<file path="src/rtl/exception_pipe.sv">
// exception_pipe: per-stage exception record tracker for the mipsel32 core.
// Merges local exception sources, commits at the last stage, flushes and kills.
module exception_pipe #(
    parameter int STAGES      = 4,
    parameter int SRC         = 2,
    parameter int PC_W        = 32,
    parameter int KILL_CYCLES = 2
) (
    input  logic                    clk,
    input  logic                    resetn,
    input  logic                    stall,
    input  logic                    in_valid,
    input  logic [PC_W-1:0]         in_pc,
    input  logic                    in_bd,
    input  logic                    in_exception,
    input  logic [4:0]              in_exccode,
    input  logic [STAGES*SRC-1:0]   src_exception,
    input  logic [5*STAGES*SRC-1:0] src_exccode,
    input  logic                    eret,
    output logic                    retire,
    output logic                    exc_taken,
    output logic [4:0]              exc_code,
    output logic [PC_W-1:0]         exc_epc,
    output logic                    exc_bd,
    output logic                    killing
);

    typedef struct packed {
        logic            v;
        logic [PC_W-1:0] pc;
        logic            bd;
        logic            e;
        logic [4:0]      code;
    } rec_t;

    typedef enum logic {
        ST_RUN,
        ST_KILL
    } state_t;

    localparam int CNT_W = (KILL_CYCLES > 1) ? $clog2(KILL_CYCLES) : 1;

    rec_t rec_q [STAGES];
    rec_t rec_d [STAGES];
    rec_t mrg   [STAGES];
    rec_t head;

    state_t           state_q, state_d;
    logic [CNT_W-1:0] cnt_q, cnt_d;

    logic            retire_q, retire_d;
    logic            taken_q, taken_d;
    logic [4:0]      code_q, code_d;
    logic [PC_W-1:0] epc_q, epc_d;
    logic            bd_q, bd_d;

    logic commit;
    logic flush;

    // Merge each stage record with its local sources; older record wins,
    // then the highest-numbered asserted source.
    always_comb begin
        for (int k = 0; k < STAGES; k++) begin
            mrg[k] = rec_q[k];
            if (!rec_q[k].e) begin
                for (int j = 0; j < SRC; j++) begin
                    if (src_exception[k*SRC+j]) begin
                        mrg[k].e    = 1'b1;
                        mrg[k].code = src_exccode[(k*SRC+j)*5 +: 5];
                    end
                end
            end
            if (!rec_q[k].v) begin
                mrg[k].e = 1'b0;
            end
        end
    end

    assign head   = mrg[STAGES-1];
    assign commit = head.v && !stall;
    assign flush  = commit && (head.e || eret);

    // Next pipeline contents: flush clears all, stall holds, else shift.
    always_comb begin
        for (int k = 0; k < STAGES; k++) begin
            rec_d[k] = rec_q[k];
        end
        if (flush) begin
            for (int k = 0; k < STAGES; k++) begin
                rec_d[k].v = 1'b0;
            end
        end else if (!stall) begin
            rec_d[0].v    = in_valid && (state_q == ST_RUN);
            rec_d[0].pc   = in_pc;
            rec_d[0].bd   = in_bd;
            rec_d[0].e    = in_exception;
            rec_d[0].code = in_exccode;
            for (int k = 1; k < STAGES; k++) begin
                rec_d[k] = mrg[k-1];
            end
        end
    end

    // Commit-stage outputs; exception fields hold until the next taken one.
    always_comb begin
        retire_d = commit && !head.e;
        taken_d  = commit && head.e;
        code_d   = code_q;
        epc_d    = epc_q;
        bd_d     = bd_q;
        if (taken_d) begin
            code_d = head.code;
            bd_d   = head.bd;
            epc_d  = head.bd ? (head.pc - PC_W'(4)) : head.pc;
        end
    end

    // Kill window: drop input for KILL_CYCLES cycles after a flush.
    always_comb begin
        state_d = state_q;
        cnt_d   = cnt_q;
        unique case (state_q)
            ST_RUN: begin
                if (flush) begin
                    state_d = ST_KILL;
                    cnt_d   = CNT_W'(KILL_CYCLES - 1);
                end
            end
            ST_KILL: begin
                if (cnt_q == '0) begin
                    state_d = ST_RUN;
                end else begin
                    cnt_d = cnt_q - CNT_W'(1);
                end
            end
            default: state_d = ST_RUN;
        endcase
    end

    // State registers.
    always_ff @(posedge clk or negedge resetn) begin
        if (!resetn) begin
            for (int k = 0; k < STAGES; k++) begin
                rec_q[k] <= '0;
            end
            state_q  <= ST_RUN;
            cnt_q    <= '0;
            retire_q <= 1'b0;
            taken_q  <= 1'b0;
            code_q   <= '0;
            epc_q    <= '0;
            bd_q     <= 1'b0;
        end else begin
            for (int k = 0; k < STAGES; k++) begin
                rec_q[k] <= rec_d[k];
            end
            state_q  <= state_d;
            cnt_q    <= cnt_d;
            retire_q <= retire_d;
            taken_q  <= taken_d;
            code_q   <= code_d;
            epc_q    <= epc_d;
            bd_q     <= bd_d;
        end
    end

    assign retire    = retire_q;
    assign exc_taken = taken_q;
    assign exc_code  = code_q;
    assign exc_epc   = epc_q;
    assign exc_bd    = bd_q;
    assign killing   = (state_q == ST_KILL);

endmodule

</file>
<file path="config.mk">
export PLATFORM = sky130hd
export DESIGN_NAME = exception_pipe
export DESIGN_NICKNAME = d
export VERILOG_FILES = /design/src/rtl/exception_pipe.sv
export SDC_FILE = /design/constraint.sdc
export NUM_CORES = 1
export LEC_CHECK = 0
export CAP_MARGIN = 20
export CORE_UTILIZATION = 58
export DETAILED_ROUTE_END_ITERATION = 6
export GPL_ROUTABILITY_DRIVEN = 1
export PLACE_DENSITY = 0.95
export SYNTH_ARGS = -nofsm -noshare
export SYNTH_HDL_FRONTEND = slang
export SYNTH_SLANG_ARGS = --single-unit
</file>
<file path="constraint.sdc">
create_clock -name clk -period 5.05 [get_ports clk]
set_clock_uncertainty 0.1 [all_clocks]
set_input_delay 1.01 -clock clk [delete_from_list [all_inputs] [get_ports clk]]
set_output_delay 1.01 -clock clk [all_outputs]
set_load 0.02 [all_outputs]
</file>
==> impl_summary.txt, run 1 <==
----------------------------------------------------
[Global route]
  Via count of the first global-routing pass ... 5585
  Wire length of the first global-routing pass ... 28300 microns
  Antenna violations before repair ... 0
  Total Routing Usage GR ... 0.239
  Remaining global-route overflow ... 0
  Pin count of the biggest net entering global routing ... 141

[Clocking]
  Count of buffers added by post-CTS timing repair for setup ... 0
  Master cell of the clock root buffer ... sky130_fd_sc_hd__clkbuf_16
  Clock-pin slew on the worst setup and hold paths ... 60 ps
  Number of gates given a new drive strength after cts ... 0
  Latest clock arrival within the worst-skew pair ... 490 ps
  Number of CTS-inserted buffers ... 20
  Clock Path Buffers ... 3
  TritonCTS clock tree ... built
  Max H-tree Level ... 1
  Total clock sinks ... 202
  Post-CTS Hold Fix Bufs ... 0

[Synth]
  Area fraction of the dominant cell type after synthesis ... 0.588
  Top cells by area in the synthesized netlist ... sky130_fd_sc_hd__dfrtp_1, sky130_fd_sc_hd__mux2_2, sky130_fd_sc_hd__nand2_1, sky130_fd_sc_hd__o21ai_0, sky130_fd_sc_hd__nor2_1
  Avg Synthesized Cell Area ... about 12 sq um
  Count of yosys warnings during synthesis ... 0
  Proportion of synthesized flip-flops having asynchronous set or reset ... 1.00
  Number of flops mapped to enable cells by yosys ... 0
  Sequential element share of the synthesized area ... 0.588
  Dominant register cell in the synthesized netlist ... sky130_fd_sc_hd__dfrtp_1
  Net count of the mapped netlist ... 790
  Yosys reg bits ... 202
  Cell type with the largest total area after synthesis ... sky130_fd_sc_hd__dfrtp_1
  Synth cell types ... 42
  Instance count of the mapped netlist ... 697
  Synth Cell Area ... about 8600 sq um

[STA]
  Endpoints failing setup ... 0
  Slew at the pin closest to its max-slew limit ... 776 ps
  Setup repair after global routing missed its margin ... false
  Total Negative Setup Slacks ... 0 ps
  Max-Slew Margin vs Limit ... 0.481
  Max-slew violation count ... 0
  Achievable Freq ... 315 MHz
  Share of the clock period used by the worst path after layout ... 0.629
  Hold Slack ... ~340 ps
  Min cycle time layout ... approximately 3200 ps
  Final hold vios ... 0

[Status]
  Status ... complete, no violations

[Power and ir drop]
  Clock power share ... 0.249
  Sequential group share of total power ... 0.475
  VDD IR-drop max ... 346 uV
  Static leakage ... between 4 and 5 nW
  Internal power ... 3.70 mW
  Sw frac ... 0.315
  Total power per unit cell area ... 506 nW/um^2
  P_sw ... 1.70 mW
  Proportion of power drawn by combinational gates ... 0.277

[Final layout]
  Area growth from synthesis to layout ... 24.2%
  Number of nets at the end of the flow ... roughly 910
  Final core utilization ... 0.737
  Ant. Diodes ... 0
  Fillers ... between 800 and 900
  Fraction of final layout cells with drive strength greater than 1 ... 0.228

[Routing]
  Number of violations reported at the end of detailed-routing iteration 0 ... 404
  Antenna-violating nets left ... 0
  Avg Vias per Cell ... 5.78
  Post-Route WL ... 17900 microns
  First-pass DRT Iterations ... 5
  Total number of vias ... 5859
  Final routed DRC violation total ... 0
  Routed len/inst ... about 18 microns

[Floorplanning]
  FP Rows ... 44
  Die Y ... 124 microns
  Width of the die ... 124 microns
  Boundary pin count ... 133
  Full die area ... 15300 sq um
  Starting Density ... 0.594
  Core footprint ... 14500 sq um

[Critical path]
  Critical path's top delay family ... buffers and inverters
  CP required ... 5350 ps
  R2R cell count ... 6
  Number of cells on the critical path ... 7
  Critical Path Max Stage Delay ... 540 ps
  Type of the setup path with the least slack ... primary input to flip-flop
  CP endpoint kind ... flip-flop
  Cell breakdown of the critical path ... clkdlybuf4s50_1, nand2b_1, or2_2, inv_1, buf_4, nor2_1, a31oi_1
  Data arrival time of the critical path ... 3470 ps
  Slowest cell on crit path ... sky130_fd_sc_hd__clkdlybuf4s50_1
  Critical path peak fanout ... 31
  Worst Path Buf+Inv ... 3
  Kind of start point of the critical path ... primary input

[Min path]
  Hold Path Class ... primary input to asynchronous set/reset pin

[Run]
  Max-Cap Viols ... 0

[Placement]
  Input/output buffers ... between 100 and 150
  DPL Wire Length ... between 10000 and 15000 microns
  Placer Congestion ... 0.893

----------------------------------------------------
## power by group through the flow
stage | Clock, mW | Combinational, mW | Sequential [mW]
after global placement | 0 | 1.42 | 2.53
after detailed placement | 0 | 1.47 | 2.57
after global routing | 1.43 | 1.63 | 2.63
after floorplan | 0 | 0.758 | 2.60
final | 1.34 | 1.49 | 2.56
after CTS | 1.37 | 1.50 | 2.56
## cells in the mapped netlist, types with 2 or more instances
| cell | n |
|---|---|
| sky130_fd_sc_hd__o211ai_1 | 5 |
| sky130_fd_sc_hd__nand2_1 | 63 |
| sky130_fd_sc_hd__inv_1 | 10 |
| sky130_fd_sc_hd__nand4bb_1 | 6 |
| sky130_fd_sc_hd__xnor2_1 | 8 |
| sky130_fd_sc_hd__or4_1 | 6 |
| sky130_fd_sc_hd__nand4_1 | 4 |
| sky130_fd_sc_hd__a21oi_1 | 10 |
| sky130_fd_sc_hd__o31ai_1 | 15 |
| sky130_fd_sc_hd__buf_2 | 14 |
| sky130_fd_sc_hd__buf_6 | 2 |
| sky130_fd_sc_hd__nand2b_1 | 2 |
| sky130_fd_sc_hd__dfrtp_1 | 202 |
| sky130_fd_sc_hd__a22oi_1 | 7 |
| sky130_fd_sc_hd__a31o_2 | 2 |
| sky130_fd_sc_hd__o22ai_1 | 12 |
| sky130_fd_sc_hd__nor4_1 | 3 |
| sky130_fd_sc_hd__nor2b_1 | 3 |
| sky130_fd_sc_hd__mux2_2 | 143 |
| sky130_fd_sc_hd__o21a_1 | 4 |
| sky130_fd_sc_hd__clkbuf_1 | 22 |
| sky130_fd_sc_hd__or3_1 | 16 |
| sky130_fd_sc_hd__a31oi_1 | 18 |
| sky130_fd_sc_hd__nor3_1 | 11 |
| sky130_fd_sc_hd__xor2_1 | 2 |
| sky130_fd_sc_hd__o41ai_1 | 6 |
| sky130_fd_sc_hd__nor4_2 | 2 |
| sky130_fd_sc_hd__nor2_1 | 45 |
| sky130_fd_sc_hd__o21ai_0 | 37 |
| sky130_fd_sc_hd__or2_2 | 5 |
## state kept, by name, indices dropped and copies added, names as in the netlist
name and flops:
exc_code 5, head 34, retire 1, mrg 102
cnt_q 1, exc_bd 1, exc_taken 1, rec_q 24
exc_epc 32, killing 1
## stage by stage
step	setup slack (ps)	cell area (sq um)	instances	total power [mW]
4_1_cts	1880	10600	1012	5.42
3_3_place_gp	1530	10100	980	3.94
6_report	1870	10700	1013	5.40
5_1_grt	1670	10700	1013	5.69
2_1_floorplan	2300	8590	697	3.36
3_5_place_dp	1400	10100	980	4.04
## logic make-up (layout without fill, tap and decap cells)
family,Yosys count,after routing,share of synthesized area
flip-flops,202,202,0.588
AND/OR/NAND/NOR,174,174,0.101
multiplexers,143,143,0.187
AO/OA/AOI/OAI,118,118,0.0865
buffers and inverters,49,181,0.0252
XOR/XNOR,10,10,0.0102
adder cells (fa/ha/maj),1,1,0.00146
## layout by cell type (no fill, tap or decap), types with 2 or more instances in the layout
cell type	Yosys	final
sky130_fd_sc_hd__mux2_2	143	143
sky130_fd_sc_hd__xor2_1	2	2
sky130_fd_sc_hd__or4_1	6	6
sky130_fd_sc_hd__o21ai_0	37	36
sky130_fd_sc_hd__clkbuf_8	0	2
sky130_fd_sc_hd__o41ai_1	6	6
sky130_fd_sc_hd__xnor2_1	8	8
sky130_fd_sc_hd__buf_12	0	3
sky130_fd_sc_hd__clkinv_2	0	4
sky130_fd_sc_hd__clkdlybuf4s50_1	0	131
sky130_fd_sc_hd__o31ai_1	15	15
sky130_fd_sc_hd__nor2b_1	3	3
sky130_fd_sc_hd__inv_1	10	10
sky130_fd_sc_hd__nand2b_1	2	2
sky130_fd_sc_hd__o21a_1	4	4
sky130_fd_sc_hd__nor2_1	45	45
sky130_fd_sc_hd__a31oi_1	18	18
sky130_fd_sc_hd__nand4bb_1	6	6
sky130_fd_sc_hd__clkbuf_16	0	21
sky130_fd_sc_hd__nand2_1	63	63
sky130_fd_sc_hd__nand4_1	4	4
sky130_fd_sc_hd__a22oi_1	7	7
sky130_fd_sc_hd__nor4_2	2	2
sky130_fd_sc_hd__or2_2	5	5
sky130_fd_sc_hd__a21oi_1	10	10
sky130_fd_sc_hd__nor4_1	3	3
sky130_fd_sc_hd__nor3_1	11	11
sky130_fd_sc_hd__dfrtp_1	202	202
sky130_fd_sc_hd__o22ai_1	12	12
sky130_fd_sc_hd__clkbuf_1	22	6
sky130_fd_sc_hd__buf_4	0	3
sky130_fd_sc_hd__or3_1	16	16
sky130_fd_sc_hd__o211ai_1	5	5
sky130_fd_sc_hd__a31o_2	2	2
## cell type report
class / count / area, sq um / share of cell area
Sequential cell: 202 / 5050 / 0.474
Multi-Input combinational cell: 446 / 3330 / 0.312
Timing Repair Buffer: 139 / 1440 / 0.134
Clock buffer: 28 / 562 / 0.0526
Tap cell: 184 / 230 / 0.0216
Inverter: 10 / 37.5 / 0.00352
Clock inverter: 4 / 20.0 / 0.00188
## path summary, 6_finish.rpt
kind | end | from | slack (ps)
worst min-delay path | retire | resetn | 340
worst max register to register | exc_epc[29] | rec_q[5] | 2600
worst min register to register | rec_q[1] | rec_q[1] | 380
worst max-delay path | exc_epc[29] | stall | 1870
max in group asynchronous | mrg[147] | resetn | 3390
min in group clk | rec_q[1] | rec_q[1] | 380
## routing by layer
metal,track usage,vias up,share of wire
met5,0,-,0
met1,0.334,2888,0.45
met2,0.393,182,0.48
met4,0.0678,0,0.022
met3,0.0339,30,0.047
li1,-,2759,-
Power figures use the tool's default switching activity.
==> run 2: changes to the inputs <==
--- a/config.mk
+++ b/config.mk
@@ -6,10 +6,10 @@
 export NUM_CORES = 1
 export LEC_CHECK = 0
 export CAP_MARGIN = 20
-export CORE_UTILIZATION = 58
+export CORE_UTILIZATION = 54
 export DETAILED_ROUTE_END_ITERATION = 6
 export GPL_ROUTABILITY_DRIVEN = 1
-export PLACE_DENSITY = 0.95
+export PLACE_DENSITY = 0.91
 export SYNTH_ARGS = -nofsm -noshare
 export SYNTH_HDL_FRONTEND = slang
 export SYNTH_SLANG_ARGS = --single-unit
==> constraint.sdc (replaced) <==
create_clock -name clk -period 3.2 [get_ports clk]
set_clock_uncertainty 0.1 [all_clocks]
set_input_delay 0.64 -clock clk [delete_from_list [all_inputs] [get_ports clk]]
set_output_delay 0.64 -clock clk [all_outputs]
set_load 0.02 [all_outputs]
==> run 2 against run 1 <==
Total power is 62% higher. Worst setup slack worse by 1100 ps. Combinational power is 58% higher. Largest cell class unchanged. Highest routed layer unchanged. Critical endpoint is now rec_q[80].
==> impl_summary.txt, run 2 (same netlist as run 1, synthesis figures left out) <==
----------------------------------------------------
[Global route]
  Via count of the first global-routing pass ... 6007 (+7.6%)
  Remaining global-route overflow ... 0 (unchanged)
  Pin count of the biggest net entering global routing ... 80 (-43%)
  Antenna violations before repair ... 0 (unchanged)
  Wire length of the first global-routing pass ... 30900 microns (+8.9%)
  Total Routing Usage GR ... 0.238 (-0.00151)

[STA]
  Share of the clock period used by the worst path after layout ... 0.752
  Setup repair after global routing missed its margin ... false
  Max-Slew Margin vs Limit ... 0.562 (+0.0812)
  Hold Slack ... 75.0 ps (-262 ps)
  Total Negative Setup Slacks ... 0 ps (unchanged)
  Max-slew violation count ... 0 (unchanged)
  Endpoints failing setup ... 0 (unchanged)
  Min cycle time layout ... 2410 ps
  Slew at the pin closest to its max-slew limit ... 648 ps (-128 ps)
  Final hold vios ... 0 (unchanged)
  Achievable Freq ... 415 MHz

[Placement]
  DPL Wire Length ... 12800 microns (+5.9%)
  Area after DPL ... 10200 sq um (+0.96%)
  Number of instances in the placed design ... 1012 (+3.3%)
  Placer Congestion ... 0.875 (-1.9%)
  Input/output buffers ... 132 (unchanged)

[Critical path]
  Reg-to-Reg End ... exc_epc[21]
  Kind of start point of the critical path ... primary input
  Critical path peak fanout ... 7 (-77%)
  Reg2reg setup slack ... 850 ps (-1750 ps)
  RR Startpoint ... head[6]
  CP required ... 3470 ps (-1880 ps)
  CP endpoint kind ... flip-flop
  Type of the setup path with the least slack ... primary input to flip-flop
  Data arrival time of the critical path ... 2680 ps (-790 ps)
  Timing endpoint of the critical path ... rec_q[80]
  R2R cell count ... 4 (-2)
  Crit path launch ... src_exception[7]

[Routing]
  Final routed DRC violation total ... 0 (unchanged)
  Met2 layer wire length in the routed design ... 9290 microns (+7.6%)
  Total number of vias ... 5955 (+1.6%)
  Number of violations reported at the end of detailed-routing iteration 0 ... 470 (+16%)
  Met1 wire length ... 8000 microns (+0.31%)
  Antenna-violating nets left ... 0 (unchanged)
  First-pass DRT Iterations ... 5 (unchanged)
  Length of routed met3 wiring ... 876 microns (+3.9%)
  Post-Route WL ... 18800 microns (+5.1%)
  Avg Vias per Cell ... 5.69 (-1.7%)
  Routed len/inst ... 17.9 microns (+1.7%)
  DR top layer ... met4

[Final layout]
  Max reg flops ... 102 (unchanged)
  Ant. Diodes ... 0 (unchanged)
  Combined area of the multi-input logic cells ... 3330 sq um (unchanged)
  Commonest non-fill, non-tap cell in the layout ... sky130_fd_sc_hd__dfrtp_1
  Flip-flop and latch area ... 5050 sq um (unchanged)
  Commonest cells after routing, fill and taps aside ... sky130_fd_sc_hd__dfrtp_1, sky130_fd_sc_hd__mux2_2, sky130_fd_sc_hd__clkdlybuf4s50_1
  Number of nets at the end of the flow ... 917 (+0.55%)
  Non-filler instance count after layout ... 1047 (+3.4%)
  Finished Cell Area ... 10800 sq um (+1.3%)
  Fraction of final layout cells with drive strength greater than 1 ... 0.234 (+0.00646)
  Area growth from synthesis to layout ... 25.8%
  Fillers ... 966 (+10%)

[Power and ir drop]
  Static leakage ... 4.41 nW (+1.2%)
  VDD IR-drop max ... 415 uV (+20%)
  Post-route total power ... 8.73 mW (+62%)
  Total power per unit cell area ... 807 nW/um^2 (+60%)

[Clocking]
  Max H-tree Level ... 1 (unchanged)
  TritonCTS clock tree ... built
  Clock Path Buffers ... 3 (unchanged)
  Number of CTS-inserted buffers ... 21 (+5.0%)
  Post-CTS Hold Fix Bufs ... 0 (unchanged)
  Clock-pin slew on the worst setup and hold paths ... 60 ps (about the same)
  Latest clock arrival within the worst-skew pair ... 480 ps (about the same)
  Master cell of the clock root buffer ... sky130_fd_sc_hd__clkbuf_16
  Count of buffers added by post-CTS timing repair for setup ... 0 (unchanged)
  Number of gates given a new drive strength after cts ... 0 (unchanged)
  Total clock sinks ... 202 (unchanged)

[Floorplanning]
  Width of the die ... 128 microns (+3.6%)
  Full die area ... 16400 sq um (+7.3%)
  Starting Density ... 0.559 (-0.0345)
  Boundary pin count ... 133 (unchanged)
  Die Y ... 128 microns (+3.6%)
  FP Rows ... 45 (+2.3%)
  Core footprint ... 15400 sq um (+6.2%)

[Min path]
  Hold Path Class ... primary input to asynchronous set/reset pin

[Run]
  Max-Cap Viols ... 0 (unchanged)

[Status]
  Status ... complete, no violations

----------------------------------------------------
[run 2: cell count changes in the layout (fill, tap and decap cells not counted), sizes merged]
cell,change
clkinv,-2
bufinv,+1
buf,+4
clkbuf,+3
inv,+1
[run 2: metal layers]
| layer | track usage | vias to the layer above |
|---|---|---|
| met4 | 0.0865 | 0 |
| met1 | 0.317 | 2942 |
| met3 | 0.0317 | 60 |
| met5 | 0 | - |
| met2 | 0.400 | 191 |
| li1 | - | 2762 |
[run 2: area by class of cell]
| type | count | area share |
|---|---|---|
| timing repair buffer | 143 | 0.136 |
| sequential | 202 | 0.467 |
| clock inverter | 4 | 0.00451 |
| clock buffer | 31 | 0.0558 |
| multi-input combinational | 446 | 0.308 |
| inverter | 10 | 0.00347 |
| tap | 211 | 0.0244 |
[run 2: worst min path at each step]
stage	cells past startpoint	end	slack, ps	start
after global routing	1	mrg[103]	120	resetn
after detailed placement	2	exc_epc[1]	370	head[8]
after CTS	1	mrg[145]	90	resetn
final	1	mrg[143]	70	resetn
after global placement	2	exc_epc[1]	350	head[8]
after floorplan	0	cnt_q	240	resetn
[run 2: report_power, final]
group | internal [mW] | switching (mW) | total [mW]
logic | 1.27 | 1.09 | 2.36
clock network | 1.38 | 0.933 | 2.31
registers | 3.36 | 0.694 | 4.06
[run 2: per-stage QoR]
stage | utilization | setup slack [ps]
2_1_floorplan | - | 822
3_3_place_gp | 0.661 | 406
3_5_place_dp | 0.661 | 321
4_1_cts | 0.703 | 822
5_1_grt | 0.703 | 564
6_report | 0.703 | 793
[run 2: critical path: stages]
cell	delay [ps]
sky130_fd_sc_hd__clkdlybuf4s50_1	490
sky130_fd_sc_hd__nor4_1	560
sky130_fd_sc_hd__or2_2	280
sky130_fd_sc_hd__and2_1	320
sky130_fd_sc_hd__mux2_2	380
